## src/rtl/gcd_arbiter_pkg.sv

```systemverilog
// Shared definitions for the GCD engine arbiter: controller state encoding and
// the width helper used for requester indices and the round-robin pointer.
package gcd_arbiter_pkg;

  typedef enum logic [1:0] {
    ST_IDLE  = 2'd0,
    ST_ISSUE = 2'd1,
    ST_WAIT  = 2'd2
  } state_t;

  // Index width for n requesters; never narrower than one bit.
  function automatic int idx_width(input int n);
    return (n <= 2) ? 1 : $clog2(n);
  endfunction

endpackage

```

## src/rtl/gcd_arbiter_rr_arbiter.sv

```systemverilog
// Round-robin arbiter: scans the request vector starting at the pointer and
// returns the first requester found as a one-hot grant plus its index.
module gcd_arbiter_rr_arbiter
  import gcd_arbiter_pkg::*;
#(
  parameter int NREQ = 4,
  parameter int IDXW = idx_width(NREQ)
) (
  input  logic [NREQ-1:0] req,
  input  logic [IDXW-1:0] ptr,
  output logic [NREQ-1:0] grant,
  output logic [IDXW-1:0] idx,
  output logic            any
);

  always_comb begin
    int              j;
    logic [IDXW-1:0] sel;
    grant = '0;
    idx   = '0;
    any   = 1'b0;
    j     = 0;
    sel   = '0;
    for (int k = 0; k < NREQ; k++) begin
      j = int'(ptr) + k;
      if (j >= NREQ) j = j - NREQ;
      sel = j[IDXW-1:0];
      if (!any && req[sel]) begin
        any        = 1'b1;
        grant[sel] = 1'b1;
        idx        = sel;
      end
    end
  end

endmodule

```

## src/rtl/gcd_arbiter.sv

```systemverilog
// Shares one GCD engine between NREQ requesters with round-robin arbitration,
// one-entry response slots per requester and a bypass for a zero first operand.
module gcd_arbiter
  import gcd_arbiter_pkg::*;
#(
  parameter int NREQ  = 4,
  parameter int WIDTH = 16,
  parameter int CNTW  = 32
) (
  input  logic                    clk,
  input  logic                    reset,
  input  logic [NREQ-1:0]         req_valid,
  input  logic [NREQ*WIDTH-1:0]   req_a,
  input  logic [NREQ*WIDTH-1:0]   req_b,
  output logic [NREQ-1:0]         req_ready,
  output logic [NREQ-1:0]         rsp_valid,
  output logic [NREQ*WIDTH-1:0]   rsp_data,
  input  logic [NREQ-1:0]         rsp_ready,
  output logic                    eng_in_valid,
  output logic [2*WIDTH-1:0]      eng_in_data,
  input  logic                    eng_in_ready,
  input  logic                    eng_out_valid,
  input  logic [WIDTH-1:0]        eng_out_data,
  output logic                    busy,
  output logic [CNTW-1:0]         done_count
);

  localparam int IDXW = idx_width(NREQ);

  state_t          state;
  logic [IDXW-1:0] ptr;
  logic [IDXW-1:0] owner;
  logic [IDXW-1:0] win_idx;
  logic [IDXW-1:0] ptr_next;
  logic [NREQ-1:0] elig;
  logic [NREQ-1:0] win_grant;
  logic            win_any;
  logic [WIDTH-1:0] win_a;
  logic [WIDTH-1:0] win_b;

  // A requester whose slot is still full cannot be granted, so a slot is
  // never set and cleared in the same cycle.
  assign elig = req_valid & ~rsp_valid;

  gcd_arbiter_rr_arbiter #(
    .NREQ (NREQ),
    .IDXW (IDXW)
  ) u_rr (
    .req   (elig),
    .ptr   (ptr),
    .grant (win_grant),
    .idx   (win_idx),
    .any   (win_any)
  );

  assign req_ready = (state == ST_IDLE && !reset) ? win_grant : '0;
  assign win_a     = req_a[int'(win_idx)*WIDTH +: WIDTH];
  assign win_b     = req_b[int'(win_idx)*WIDTH +: WIDTH];
  assign ptr_next  = (int'(win_idx) == NREQ-1) ? '0 : win_idx + IDXW'(1);
  assign busy      = (state != ST_IDLE);

  // Operand and owner capture at the grant; payload only, no reset needed.
  always_ff @(posedge clk) begin
    if (|req_ready) begin
      owner       <= win_idx;
      eng_in_data <= {win_b, win_a};
    end
  end

  // Controller, response slots and completion counter.
  always_ff @(posedge clk) begin
    if (reset) begin
      state        <= ST_IDLE;
      ptr          <= '0;
      rsp_valid    <= '0;
      rsp_data     <= '0;
      eng_in_valid <= 1'b0;
      done_count   <= '0;
    end else begin
      rsp_valid <= rsp_valid & ~rsp_ready;
      unique case (state)
        ST_IDLE: begin
          if (win_any) begin
            ptr <= ptr_next;
            // The engine never terminates on a==0, so answer b directly.
            if (win_a == '0) begin
              rsp_data[int'(win_idx)*WIDTH +: WIDTH] <= win_b;
              rsp_valid[win_idx] <= 1'b1;
              done_count         <= done_count + CNTW'(1);
            end else begin
              eng_in_valid <= 1'b1;
              state        <= ST_ISSUE;
            end
          end
        end
        ST_ISSUE: begin
          if (eng_in_ready) begin
            eng_in_valid <= 1'b0;
            state        <= ST_WAIT;
          end
        end
        ST_WAIT: begin
          if (eng_out_valid) begin
            rsp_data[int'(owner)*WIDTH +: WIDTH] <= eng_out_data;
            rsp_valid[owner] <= 1'b1;
            done_count       <= done_count + CNTW'(1);
            state            <= ST_IDLE;
          end
        end
        default: state <= ST_IDLE;
      endcase
    end
  end

endmodule

```

## config.mk

```make
export PLATFORM = sky130hd
export DESIGN_NAME = gcd_arbiter
export DESIGN_NICKNAME = d
export VERILOG_FILES = /design/src/rtl/gcd_arbiter_pkg.sv /design/src/rtl/gcd_arbiter_rr_arbiter.sv /design/src/rtl/gcd_arbiter.sv
export SDC_FILE = /design/constraint.sdc
export NUM_CORES = 1
export LEC_CHECK = 0
export CORE_MARGIN = 3
export CORE_UTILIZATION = 45
export CTS_CLUSTER_DIAMETER = 150
export DETAILED_ROUTE_END_ITERATION = 8
export DONT_BUFFER_PORTS = 1
export GPL_ROUTABILITY_DRIVEN = 0
export REMOVE_ABC_BUFFERS = 1
export SLEW_MARGIN = 5
export SYNTH_ARGS = -nofsm -noshare
export SYNTH_HDL_FRONTEND = slang
export SYNTH_SLANG_ARGS = --single-unit
export TNS_END_PERCENT = 5
```

## constraint.sdc

```tcl
create_clock -name clk -period 5.75 [get_ports clk]
set_clock_uncertainty 0.1 [all_clocks]
set_input_delay 1.15 -clock clk [delete_from_list [all_inputs] [get_ports clk]]
set_output_delay 1.15 -clock clk [all_outputs]
set_load 0.03 [all_outputs]
```

Yosys cells after proc, flatten, opt, wreduce, memory -nomap -nowiden
Cells that the tools add are included.
{ "totals": {"output_inout_bits": 138, "input_bits": 156, "word_cells": 143, "register_bits": 139} }
{ "op_classes": {"n_mux": 61, "n_bitwise": 9, "add_sub_neg": 11, "n_eq_ne": 8, "shifts": 6, "reduce_logical": 24, "n_lt_le_gt_ge": 16} }
{ "ops": {"columns": ["cell", "count"], "rows": [
  ["64-bit two-way mux", 3],
  ["64-bit bitwise mux", 2],
  ["64-bit case mux with 2 select lines", 1],
  ["16-bit by 33-bit variable shift with 64-bit output (first input constant)", 2],
  ["16-bit by 33-bit variable part select with 64-bit output", 2],
  ["64-bit by 7-bit variable part select with 16-bit output", 2],
  ["32-bit two-way mux", 3],
  ["6-bit negator with 33-bit output", 2],
  ["32-bit case mux with 2 select lines", 1],
  ["32-bit by 1-bit adder with 32-bit output (second input constant)", 1],
  ["4-bit two-way mux", 8],
  ["2-bit two-way mux", 13],
  ["4-bit bitwise OR", 5],
  ["2-bit by 3-bit less-than comparator with 1-bit output (second input constant)", 6],
  ["1-bit two-way mux", 17],
  ["16-bit logical NOT", 1],
  ["1-bit demux with 2-bit select", 6],
  ["2-bit by 1-bit >= comparator with 1-bit output (second input constant)", 6],
  ["4-bit AND reduction", 3],
  ["1-bit logical AND", 10],
  ["3-bit >= comparator (second input constant)", 3],
  ["4-bit bitwise AND", 2],
  ["1-bit binary-select mux with 2-bit select", 4],
  ["4-bit NOT", 2],
  ["other kinds (17)", 30]
]} }

Logic depth before layout (Yosys ltp)
{ "logic_depth": {"depth_word": 22, "mapped_depth": 17, "ltp_nobuf": 13} }

Hierarchy
Synthesis repeated with hierarchy kept, for this count alone.
{ "hier_totals": {"hier_cells": 727, "area_unflattened_um2": 7534.7} }
{ "modules_own_cells": {"columns": ["module", "n_inst", "seq_area_each_um2", "cells_per_inst", "area_per_inst_um2"], "rows": [
  ["gcd_arbiter", 1, 3123.0, 682, 7113.1],
  ["gcd_arbiter_rr_arbiter", 1, 0.0, 45, 421.7]
]} }

Least setup slack after synthesis
OpenSTA, ideal clock, no wires.
{ "synth_path": {"path_type": "in2reg", "start": "input req_valid[3]", "end": "register rsp_data[53]", "required_time_ns": 5.569, "arrival_time_ns": 4.210, "n_path_buf": 3, "setup_ns": 0.081, "stages": 14, "slack_ns": 1.359, "cell_sequence": "nor2b_1 -> buf_6 -> mux4_2 -> nor2b_4 -> nor3_1 -> nor2_1 -> clkbuf_1 -> inv_1 -> ha_1 -> inv_1 -> o2111ai_1 -> clkbuf_1 -> a2bb2oi_1 -> a211oi_2"} }
{ "synth_via": {"elab_chain_cells": 19, "elab_cells_between_ends": 36, "cone_classes": "add/sub (1); eq/ne (2); shift (4); mux (20); bitwise (1); reduce/logical (8)"} }
{ "synth_rtl": {"columns": ["item", "line", "rtl"], "rows": [
  ["from (decl)", "gcd_arbiter.sv:12", "input logic [NREQ-1:0] req_valid,"],
  ["4-bit bitwise AND (*)", "gcd_arbiter.sv:43", "assign elig = req_valid & ~rsp_valid;"],
  ["1-bit binary-select mux with 2-bit select", "gcd_arbiter_rr_arbiter.sv:28", "if (!any && req[sel]) begin"],
  ["1-bit two-way mux (implied by the code)", "gcd_arbiter_rr_arbiter.sv:28", null],
  ["1-bit two-way mux", "gcd_arbiter_rr_arbiter.sv:28", null],
  ["1-bit logical NOT", "gcd_arbiter_rr_arbiter.sv:28", null],
  ["1-bit logical AND", "gcd_arbiter_rr_arbiter.sv:28", null],
  ["1-bit two-way mux", "gcd_arbiter_rr_arbiter.sv:28", null],
  ["1-bit logical NOT", "gcd_arbiter_rr_arbiter.sv:28", null],
  ["[... 4 more ...]", null, null],
  ["2-bit two-way mux (*)", "gcd_arbiter_rr_arbiter.sv:28", null],
  ["net u_rr.idx[0]", "gcd_arbiter_rr_arbiter.sv:12", "output logic [IDXW-1:0] idx,"],
  ["64-bit by 7-bit variable part select with 16-bit output / 6-bit negator with 33-bit output (equally long branches)", "gcd_arbiter.sv:58, gcd_arbiter.sv:87", null],
  ["16-bit by 33-bit variable part select with 64-bit output / 16-bit by 33-bit variable shift with 64-bit output (equally long branches)", "gcd_arbiter.sv:87", "rsp_data[int'(win_idx)*WIDTH +: WIDTH] <= win_b;"],
  ["64-bit bitwise mux", "gcd_arbiter.sv:87", null],
  ["64-bit two-way mux", "gcd_arbiter.sv:86", "if (win_a == '0) begin"],
  ["64-bit two-way mux", "gcd_arbiter.sv:83", "if (win_any) begin"],
  ["64-bit case mux with 2 select lines", "gcd_arbiter.sv:81", "unique case (state)"],
  ["to (signal, indexed assignment)", "gcd_arbiter.sv:87", null],
  ["to (signal, indexed assignment)", "gcd_arbiter.sv:104", "rsp_data[int'(owner)*WIDTH +: WIDTH] <= eng_out_data;"],
  ["to (decl)", "gcd_arbiter.sv:17", "output logic [NREQ*WIDTH-1:0] rsp_data,"]
]} }
The timed path passes the listed nets; every way through them passes the cells marked *. The select of a mux whose other input is x is not followed.
A chain may end at the register's enable or synchronous reset.

Final worst setup path
{ "layout_path": {"start": "register ptr[0]", "end": "register rsp_data[36]"} }
{ "layout_via": {"elab_chain_cells": 20, "elab_cells_between_ends": 50, "cone_classes": "add/sub (8); order compare (4); eq/ne (2); shift (4); mux (24); reduce/logical (8)"} }
{ "layout_rtl": {"columns": ["item", "line", "rtl"], "rows": [
  ["from (decl)", "gcd_arbiter.sv:31", "logic [IDXW-1:0] ptr;"],
  ["from (signal assigned)", "gcd_arbiter.sv:84", "ptr <= ptr_next;"],
  ["branches (longest 20 deep; another with 2-bit by 1-bit adder with 3-bit output)", null, null]
]} }
Parallel ways; which one is timed is not known. The select of a mux whose other input is x is not followed.

==> flow_metrics.env <==
export IMPL_status="finished, final reports clean"
export IMPL_utilization_pct=50.30
export IMPL_insertion_delay_ps=410
export IMPL_design_area_um2=9097
export IMPL_rows=49
export IMPL_ir_drop_mv=0.3680
export IMPL_synth_edf_count=34
export IMPL_grt_pass1_wl_mm=41.60
export IMPL_wl_per_cell_um=25.85
export IMPL_synth_cells=873
export IMPL_critPathCaptureType="flip-flop"
export IMPL_grt_pass1_vias=7162
export IMPL_vias=7453
export IMPL_synth_async_reset_ratio_pct=0
export IMPL_synth_area_per_cell_um2=9.574
export IMPL_hold_path_class="flip-flop to flip-flop"
export IMPL_design_core_area_um2=18090
export IMPL_ys_top_cells_by_count="dfxtp_1 (105), mux2i_1 (68), a31oi_1 (67)"
export IMPL_drive_above_1_share_pct=14.29
export IMPL_diodes=0
export IMPL_r2r_end="rsp_data[36]"
export IMPL_synth_top_cell_area_share_pct=25.15
export IMPL_setup_tns_ps=0
export IMPL_reg2reg_depth=13
export IMPL_cts_sinks=139
export IMPL_htree_num_levels=4
export IMPL_whs_path_depth=2
export IMPL_cts_tree="done"
export IMPL_worstPathArrival_ps=5000
export IMPL_initial_core_util_pct=46.21
export IMPL_yosysTopAreaCell="dfxtp_1"
export IMPL_ys_flop_type="dfxtp_1"
export IMPL_clk_path_buf_depth=2
export IMPL_dp_hpwl_mm=19.22
export IMPL_viasPerCell=6.927
export IMPL_ys_ff_latch=139
export IMPL_numCtsBuffers=17
export IMPL_timing_critical_path_from_type="flip-flop"
export IMPL_drtAntennaViolNets=0
export IMPL_final_nets=1011
export IMPL_crit_type="flip-flop to flip-flop"
export IMPL_fp_dieW_um=142.3
export IMPL_maxSlewHeadroom_pct=26.51
export IMPL_root_buffer="clkbuf_16"
export IMPL_drv_slew=0
export IMPL_reg2reg_from="ptr[0]"
export IMPL_timing_final_crit_share_pct=83.15
export IMPL_min_from="state[0]"
export IMPL_rsz0062_at_grt="no"
export IMPL_dieArea_um2=20250
export IMPL_yosysMostFrequentCell="dfxtp_1"
export IMPL_area_delta_synth_final_pct=8.847
export IMPL_pre_cts_ws_ps=385.2
export IMPL_ioPinCount=294
export IMPL_layout_min_cycle_time_ps=4781
export IMPL_leakage_nw=3.041
export IMPL_drt_iter0_drc=559
export IMPL_ys_warn_count=0
export IMPL_synth_area_leaders="dfxtp_1 (25%), edfxtp_1 (12%), mux2i_1 (8.1%)"
export IMPL_worstHoldEndpoint="state[0]"
export IMPL_dr_pass1_iters=5
export IMPL_port_buffers=0
export IMPL_dpl_cell_area_um2=8448
export IMPL_regToRegSetupSlack_ps=970
export IMPL_synthesis_area_um2=8358
export IMPL_yosysSeqAreaShare_pct=37.37
export IMPL_tightest_slew_ps=1096
export IMPL_drc=0
export IMPL_hold_buffers=0
export IMPL_clkTransAtPathRegs_ps=60
export IMPL_critPathMaxFanout=16
export IMPL_grt_antenna_before_repair=0
export IMPL_synth_distinct_cells=60
export IMPL_max_cap_violations=0
export IMPL_cp_data_required_time_ps=5970
export IMPL_setup_viol=0
export IMPL_die_height_um=142.3
export IMPL_final_hold_viol_count=0
export IMPL_clock_fmax_mhz=209.2
export IMPL_grt_overflow=0
export IMPL_worst_slack_ps=968.9
export IMPL_powerDensity_nw_per_um2=672.9
export IMPL_grt_max_degree=117
export IMPL_grt_usage_pct=25.96
export IMPL_wl_mm=27.81
## per-layer routing
| metal | wire (um) | global-route usage [%] | vias to the layer above | part of all wire [%] |
|---|---|---|---|---|
| met5 | 0 | 0 | - | 0 |
| met4 | 379 | 7.071 | 0 | 1.4 |
| met3 | 2772 | 8.703 | 29 | 10 |
| li1 | - | - | 3375 | - |
| met1 | 11020 | 32.08 | 3692 | 40 |
| met2 | 13640 | 43.48 | 357 | 49 |
## stage by stage
stage	std cells	total power [mW]	hold WS [ps]
finish	1076	6.122	464.4
global route	1076	6.407	501.2
CTS	1071	6.030	459.3
detailed placement	1039	4.896	446.6
global placement	1039	4.817	438.7
floorplan	794	4.087	397.3
## worst max-delay path, stage by stage (launching register included)
cell	delay, ps
dfxtp_1	720
inv_2	220
ha_1	470
nand2b_1	190
nor4_1	190
o31ai_1	160
a31oi_1	660
nor2_4	80
buf_4	170
ha_1	240
nor2_1	300
o2111ai_2	600
a2bb2oi_1	320
a211oi_1	270
## layout make-up
cell class | instances | area (um2)
Sequential cell | 139 | 3123
Clock inverter | 12 | 135.1
Clock buffer | 20 | 467.9
Multi-Input combinational cell | 640 | 4863
Fill cell | 1666 | 8989
Timing Repair Buffer | 21 | 165.2
Tap cell | 229 | 286.5
Inverter | 15 | 56.30
## flip-flops by register name, summed over array words and instances, names as in the netlist
signal	count
eng_in_valid	1
rsp_data	64
rsp_valid	4
state	2
eng_in_data	32
ptr	2
owner	2
done_count	32
## where the power goes
group | internal (mW) | switching (mW)
logic | 0.991 | 1.83
registers | 1.42 | 0.754
clock network | 0.681 | 0.446
## cell usage in the layout, fill, tap and decap left out, types with 4 or more instances in the layout
| master | count |
|---|---|
| a211oi_1 | 45 |
| clkbuf_16 | 18 |
| mux2_2 | 26 |
| a2bb2oi_1 | 62 |
| dfxtp_1 | 105 |
| and2_1 | 5 |
| nor4_1 | 20 |
| ha_1 | 21 |
| nand2b_1 | 6 |
| and4_1 | 8 |
| o2111ai_2 | 4 |
| o31ai_1 | 19 |
| o21ai_0 | 19 |
| nor3_1 | 8 |
| nor2b_1 | 18 |
| mux2i_1 | 68 |
| a222oi_1 | 4 |
| nor2_1 | 28 |
| nand3_1 | 16 |
| a31oi_1 | 67 |
| a21oi_1 | 38 |
| or4_1 | 18 |
| edfxtp_1 | 34 |
| inv_1 | 13 |
| nand4_1 | 17 |
| buf_4 | 20 |
| and3_1 | 8 |
| nand2_1 | 50 |
| a211oi_2 | 20 |
## worst max path at each step
stage                       from      endpoint  depth (start not counted)
global placement    req_valid[3]  rsp_data[63]                         11
floorplan           req_valid[3]  rsp_data[32]                          8
CTS                       ptr[0]   rsp_data[3]                         13
detailed placement        ptr[0]   rsp_data[3]                         13
finish                    ptr[0]  rsp_data[36]                         13
global route              ptr[0]  rsp_data[63]                         13
## what timing repair did
item	in CTS	in global routing
setup buffers	0	4
gates resized for setup	0	1
endpoints found under the setup margin	0	25
## logic make-up (layout without fill, tap and decap cells)
group,count (synthesis),after routing,share of synthesized area (%)
compound gates,301,301,27.16
simple gates,221,221,14.81
flops,139,139,37.37
mux,97,97,12.32
buf+inv,94,68,5.210
fa+ha+maj,21,21,3.144
Note: power is estimated with default switching activity, not from simulation.
